File: src/rtl/apb_add_master.sv
// APB requester: one add command -> write A, write B, compute/read; 1-cycle result strobe.
// Latency SETUP+ACCESS per transfer (9 edges vs registered-PREADY responder); cmd_ready only in IDLE.
module apb_add_master #(
  parameter logic [31:0] ADDR_A  = 32'h0000_0000,
  parameter logic [31:0] ADDR_B  = 32'h0000_0004,
  parameter logic [31:0] ADDR_S  = 32'h0000_0008,
  parameter int unsigned TIMEOUT = 16
) (
  input  logic        PCLK,
  input  logic        PRESET,
  input  logic        cmd_valid,
  output logic        cmd_ready,
  input  logic [31:0] cmd_a,
  input  logic [31:0] cmd_b,
  output logic        res_valid,
  output logic [31:0] res_data,
  output logic        res_err,
  output logic        PSEL,
  output logic        PENABLE,
  output logic        PWRITE,
  output logic [31:0] PRWADDR,
  output logic [31:0] PRWDATA,
  output logic [1:0]  f,
  input  logic [31:0] PRDATA1,
  input  logic        PREADY
);

  typedef enum logic [2:0] {
    IDLE, SETUP_A, ACCESS_A, SETUP_B, ACCESS_B, SETUP_S, ACCESS_S, DONE
  } state_t;

  localparam logic [7:0] WAIT_LAST = 8'(TIMEOUT - 1);

  state_t      state_q, state_d;
  logic [31:0] a_q, b_q;
  logic [7:0]  wait_q;
  logic        hs;
  logic        timeout;
  logic        in_access;

  logic        psel_d, penable_d, pwrite_d, res_valid_d, cmd_ready_d;
  logic [31:0] addr_d, wdata_d;
  logic [1:0]  f_d;

  assign hs        = (state_q == IDLE) && cmd_valid && cmd_ready;
  assign in_access = (state_q == ACCESS_A) || (state_q == ACCESS_B) || (state_q == ACCESS_S);

  // Next-state logic; a stalled ACCESS aborts straight to DONE on the TIMEOUT-th wait edge.
  always_comb begin
    state_d = state_q;
    timeout = 1'b0;
    case (state_q)
      IDLE:     if (hs) state_d = SETUP_A;
      SETUP_A:  state_d = ACCESS_A;
      ACCESS_A: begin
        if (PREADY) state_d = SETUP_B;
        else if (wait_q == WAIT_LAST) begin
          state_d = DONE;
          timeout = 1'b1;
        end
      end
      SETUP_B:  state_d = ACCESS_B;
      ACCESS_B: begin
        if (PREADY) state_d = SETUP_S;
        else if (wait_q == WAIT_LAST) begin
          state_d = DONE;
          timeout = 1'b1;
        end
      end
      SETUP_S:  state_d = ACCESS_S;
      ACCESS_S: begin
        if (PREADY) state_d = DONE;
        else if (wait_q == WAIT_LAST) begin
          state_d = DONE;
          timeout = 1'b1;
        end
      end
      DONE:     state_d = IDLE;
      default:  state_d = IDLE;
    endcase
  end

  // Outputs are decoded from the next state and registered, so nothing from PREADY reaches a pin.
  always_comb begin
    psel_d      = 1'b0;
    penable_d   = 1'b0;
    pwrite_d    = 1'b0;
    addr_d      = '0;
    wdata_d     = '0;
    f_d         = 2'b00;
    res_valid_d = 1'b0;
    cmd_ready_d = 1'b0;
    case (state_d)
      IDLE: cmd_ready_d = 1'b1;
      SETUP_A, ACCESS_A: begin
        psel_d    = 1'b1;
        penable_d = (state_d == ACCESS_A);
        pwrite_d  = 1'b1;
        f_d       = 2'b01;
        addr_d    = ADDR_A;
        wdata_d   = hs ? cmd_a : a_q;
      end
      SETUP_B, ACCESS_B: begin
        psel_d    = 1'b1;
        penable_d = (state_d == ACCESS_B);
        pwrite_d  = 1'b1;
        f_d       = 2'b10;
        addr_d    = ADDR_B;
        wdata_d   = b_q;
      end
      SETUP_S, ACCESS_S: begin
        psel_d    = 1'b1;
        penable_d = (state_d == ACCESS_S);
        f_d       = 2'b11;
        addr_d    = ADDR_S;
      end
      DONE: res_valid_d = 1'b1;
      default: ;
    endcase
  end

  always_ff @(posedge PCLK or negedge PRESET) begin
    if (!PRESET) begin
      state_q   <= IDLE;
      a_q       <= '0;
      b_q       <= '0;
      wait_q    <= '0;
      PSEL      <= 1'b0;
      PENABLE   <= 1'b0;
      PWRITE    <= 1'b0;
      PRWADDR   <= '0;
      PRWDATA   <= '0;
      f         <= 2'b00;
      res_valid <= 1'b0;
      cmd_ready <= 1'b0;
      res_data  <= '0;
      res_err   <= 1'b0;
    end else begin
      state_q   <= state_d;
      PSEL      <= psel_d;
      PENABLE   <= penable_d;
      PWRITE    <= pwrite_d;
      PRWADDR   <= addr_d;
      PRWDATA   <= wdata_d;
      f         <= f_d;
      res_valid <= res_valid_d;
      cmd_ready <= cmd_ready_d;
      if (hs) begin
        a_q <= cmd_a;
        b_q <= cmd_b;
      end
      // Every ACCESS is entered from its SETUP, so clearing there restarts the wait count.
      if (!in_access) wait_q <= '0;
      else if (!PREADY) wait_q <= wait_q + 8'd1;
      // Result registers change only on entry to DONE and otherwise hold.
      if (state_q == ACCESS_S && PREADY) begin
        res_data <= PRDATA1;
        res_err  <= 1'b0;
      end else if (timeout) begin
        res_data <= '0;
        res_err  <= 1'b1;
      end
    end
  end

endmodule
File: config.mk
export PLATFORM = sky130hd
export DESIGN_NAME = apb_add_master
export DESIGN_NICKNAME = d
export VERILOG_FILES = /design/src/rtl/apb_add_master.sv
export SDC_FILE = /design/constraint.sdc
export NUM_CORES = 1
export LEC_CHECK = 0
export BUFFER_PORTS_ARGS = -buffer_cell sky130_fd_sc_hd__buf_2
export CORE_MARGIN = 2
export CORE_UTILIZATION = 33
export CTS_CLUSTER_DIAMETER = 60
export CTS_CLUSTER_SIZE = 14
export DETAILED_ROUTE_END_ITERATION = 12
export PLACE_DENSITY = 0.54
export SYNTH_ARGS = -nofsm -noshare
export SYNTH_HDL_FRONTEND = slang
export SYNTH_SLANG_ARGS = --single-unit
export TNS_END_PERCENT = 5
File: constraint.sdc
create_clock -name PCLK -period 2.5 [get_ports PCLK]
set_input_delay 0.125 -clock PCLK [delete_from_list [all_inputs] [get_ports PCLK]]
set_output_delay 0.125 -clock PCLK [all_outputs]
set_load 0.01 [all_outputs]
Yosys cells after proc, flatten, opt, wreduce, memory -nomap -nowiden
Index checks and enable logic that the tools add are counted. Widths: inputs -> output; s select.

Register bits after elaboration: 179. Input port bits: 100. Output and inout bits: 104. Logic and storage cells: 69.

Add/sub/neg operators: 1. Eq/ne operators: 16. Muxes and demuxes: 24. Reduce and logical (&&, ||, !) cells: 14.

Operators by type and width (count): $mux 32 (3); $pmux 32 s2 (1); $eq 3x3->1 const B (8); $pmux 3 s8 (1); $mux 8 (2); $mux 3 (5); $eq 3x2->1 const B (4); $mux 1 (9); $add 8x1->8 const B (1); $eq 8x4->1 const B (1); $pmux 4 s2 (1); $eq 3x1->1 const B (2); $logic_not 3->1 (2); $pmux 2 s3 (1); $reduce_or 2->1 (3); $reduce_or 6->1 (1); $reduce_or 4->1 (1); $logic_and 1x1->1 (3); $pmux 1 s3 (1); $reduce_or 3->1 (1); $logic_or 1x1->1 (2); $ne 2x2->1 const B (1); $reduce_bool 2->1 (1).

Depth between registers and ports, before layout
Depth after elaboration: 8. Depth in mapped cells: 9. Mapped depth without buffers: 8.

Worst setup path after synthesis
Ideal clock, no wire load.

Path kind: register to register. Start point: reg wait_q[4]. End point: reg PRWDATA[12]. Library setup time: 86 ps. Arrival time: 2078 ps. Data required time: 2414 ps. Setup slack: 336 ps. Stages on the path, launching flop included: 8. Clock period less this slack: 2164 ps. Path through: dfrtp_1 > or4_4 > o41a_1 > clkinv_2 > o21ai_2 > o22a_4 > buf_6 > o221ai_2.

Longest elaborated chain between the ends: 7. Elaborated cells between the ends (all ways): 13. Classes of those cells: eq/ne: 5; mux: 6; reduce/logical: 2.

RTL lines: start: declaration (line 36) `logic [7:0] wait_q;`; start signal: assignment (line 154) `else if (!PREADY) wait_q <= wait_q + 8'd1;`; $eq 8x4->1 * (line 57, 65, 73); $mux 3 * (line 57, 65, 73); $mux 3, on equally long branches (line 72, 56, 64); $pmux 3 s8 * (line 52) `case (state_q)`; via state_d[1] (line 34) `state_t state_q, state_d;`; $eq 3x3->1, or another cell as far along (line 93) `case (state_d)`; $reduce_or 2->1; $pmux 32 s2 * (line 93); via wdata_d[12] (line 42) `logic [31:0] addr_d, wdata_d;`; end signal: assignment (line 144) `PRWDATA <= wdata_d;`; end: declaration (line 22) `output logic [31:0] PRWDATA,`.

Mark *: on every way through the listed nets, which the timed path passes. The rest lies on a longest branch. A chain may end at the register's enable or synchronous reset.

Worst setup path in the final report
Start point: reg wait_q[4]. End point: reg PRWDATA[8].

Longest elaborated chain between the ends: 7. Elaborated cells between the ends (all ways): 13. Classes of those cells: eq/ne: 5; mux: 6; reduce/logical: 2.

RTL lines (line): $eq 8x4->1 * (57, 65, 73); $mux 3 * (57, 65, 73); $mux 3, on equally long branches (72, 56, 64); $pmux 3 s8 * (52); $eq 3x3->1, or another cell as far along (93); $reduce_or 2->1; $pmux 32 s2 * (93); via wdata_d[8] (42).

Marks and branches as above.

==> metrics.txt <==
status completed; DRC errors left 0; Worst Max-Slew Pin Slew 780 ps; CTS buffer count 17; register clock-pin slew on the reported worst setup and hold paths 50 ps; cell with the most instances after synthesis dfrtp_1; Peak VDD IR 0.822 mV; worst hold margin 89.3 ps; critical-path cell list or4_4 > o41a_1 > nand3_1 > o22a_4 > o221ai_1; WP data required 2760 ps; syn avg cell area 11.3 um2; total number of vias 4778; Pre-antenna DRT Iters 4; Startpoint Class flip-flop; Max Cap Viol 0; Area Growth Syn to Fin 43.7%; unrepaired setup endpoints after global routing yes; clk_skew 7.99 ps; met2 GRT Util 27.6%; H-Tree Depth 4; largest family of logic cells by synthesized area compound AO/OA/AOI/OAI gates; Total GRT Usage 16.2%; fin area 8650 um2; sequential share of power 37.3%; setup ws final 69.7 ps; delay-heaviest family, CP compound AO/OA/AOI/OAI gates; largest net degree at the start of global routing 73; Distinct cells, synth 37; antenna cells 0; Fin. Hold Viols 0; critical path fanouts, max 33; total gr overflow 0; Synth area leaders dfrtp_1 (62%), nand2_1 (8.1%), o221ai_2 (7.2%); Synth Area in Compound Gates 16.2%; crit path buf inv count 0; routability cong. 0.823; Die ar. 19300 um2; Post-synth top cells dfrtp_1 (149), nand2_1 (130), inv_1 (36); clock power share 25.4%; number of nets in the layout 904; Root Driver clkbuf_16; Cell Pwr Density 1180 nW/um2; Layout fillers 1615; final core utilization 48.3%; Crit Path Class reg2reg; global-route wire length before repair 25100 um; Post-synth EDFFs 0; max-slew violations 0; Synth Area in Simple Gates 11.7%; met3 usage 4.59%; Die X 139 um; Worst-Skew Late Latency 410 ps; antenna violations before repair 0; Synth top area share 62.0%; Crit. End Element flip-flop; Synth Cell Area 6020 um2; internal power 6700 uW; # port buffers 173; sequential fraction of the synthesis area 62.0%; ys flop type dfrtp_1; Synth area leader dfrtp_1; # Post-CTS Setup Buffers 0; Die Y 139 um; CP arrival 2690 ps; Ports 204; Setup-failing EPs final 0; Post-Place Cell Area 7070 um2; relative slew slack 48.0%; Post-Synth XOR/XNOR Area 1.31%; Sw Share 34.6%; Combinational Power Share 37.3%; Setup TNS 0 ps; mux contribution to synthesized area 0.166%; Mapped Cells 532; vias in the first global route 5043; GR peak layer met2; Worst path slowest cell or4_4; dpl ws -12.7 ps; Peak Freq 411 MHz; Async SR Flop Fraction 100%; DRT antenna net count 0; met1 usage 19.9%; Sink Count 149; Initial Utilization 33.6%; Pleak 0.00436 uW; Synth Register Bits 149; Longest Clk Path Bufs 2; Routed WL 15200 um; worst min path class in2reg; post-synthesis adder-cell area fraction 0.208%; detailed placement HPWL 9620 um; fin crit share 97.2%; fraction of layout cells with a size suffix above 1 31.2%; Synthesis Warnings 0; # rows 49; DR vias/cell 4.58; routed length per instance 14.6 um; CTS tree yes; switching power 3540 uW; 1st-iter DRT viols 241; CP peak stage delay 580 ps; area of the core 17900 um2; Tmin final 2430 ps
-- state kept, by name, indices dropped and copies added, names as in the netlist --
signal	count
cmd_ready	1
b_q	32
PSEL	1
PRWADDR	2
res_valid	1
f	2
PRWDATA	32
res_data	32
PENABLE	1
PWRITE	1
state_q	3
a_q	32
wait_q	8
res_err	1
-- per-stage QoR --
step | std cells | power [uW]
floorplan | 561 | 6340
global placement | 916 | 7450
detailed placement | 916 | 7590
CTS | 1043 | 10400
global route | 1043 | 10900
finish | 1043 | 10200
-- worst paths after layout --
kind,startpoint,depth (start not counted),slack (ps),endpoint
max in group asynchronous,PRESET,3,1470,a_q[0]
setup / recovery,wait_q[4],5,70,PRWDATA[8]
setup reg to reg,wait_q[4],5,70,PRWDATA[8]
hold / removal,PREADY,3,90,wait_q[0]
min in group asynchronous,PRESET,2,180,res_data[30]
hold reg to reg,a_q[8],2,470,a_q[8]
-- cell usage in the layout (no fill, tap or decap), drive strengths merged, types with 3 or more instances in the layout --
cell type and n:
dlygate4sd3 97, o21ai 35, inv 37, conb 30, nand3 6, clkbuf 22, nor2 18, nor3 6
bufinv 3, nand2 130, xnor2 7, clkinv 4, buf 185, a22o 32, o221ai 32, dfrtp 149
-- cell families (layout without fill, tap and decap cells) --
| logic type | Yosys count | after routing |
|---|---|---|
| fa+ha+maj | 1 | 1 |
| buf+inv | 97 | 350 |
| simple gates | 169 | 169 |
| flops | 149 | 149 |
| mux | 1 | 1 |
| compound gates | 105 | 105 |
| other cells | 1 | 30 |
| xor+xnor | 9 | 9 |
-- metal layers --
layer	vias up	wire, um
met2	190	7380
li1	2269	-
met1	2303	6640
met3	16	974
met4	0	208
met5	-	0
-- worst reg2reg max path, stage by stage, from the launching register on --
cell,delay (ps)
dfrtp_1,410
or4_4,580
o41a_1,410
nand3_1,120
o22a_4,580
o221ai_1,200
-- cell type report --
type                    instances  area, um2  share of cell area, %
flip-flops and latches        149       3730                   43.1
clock inverters                 8        124                   1.43
well taps                     229        287                   3.31
clock buffers                  22        484                   5.60
inverters                      38        144                   1.66
multi-input cells             315       1910                   22.1
repair buffers                282       1970                   22.8
-- power groups by stage --
stage | Clock, uW | Combinational (uW) | Sequential [uW]
final | 2600 | 3820 | 3820
after global routing | 2770 | 4220 | 3940
after CTS | 2670 | 3870 | 3820
after detailed placement | 0 | 3740 | 3860
after global placement | 0 | 3620 | 3830
after floorplan | 0 | 2340 | 4000
-- repair_timing --
| item | in CTS | in global routing |
|---|---|---|
| endpoints found under the hold margin | 166 | 0 |
| endpoints found under the setup margin | 2 | 24 |
| resized for setup | 0 | 0 |
| pin swaps | 1 | 1 |
| hold buffers | 97 | 0 |
Power figures use the tool's default switching activity.
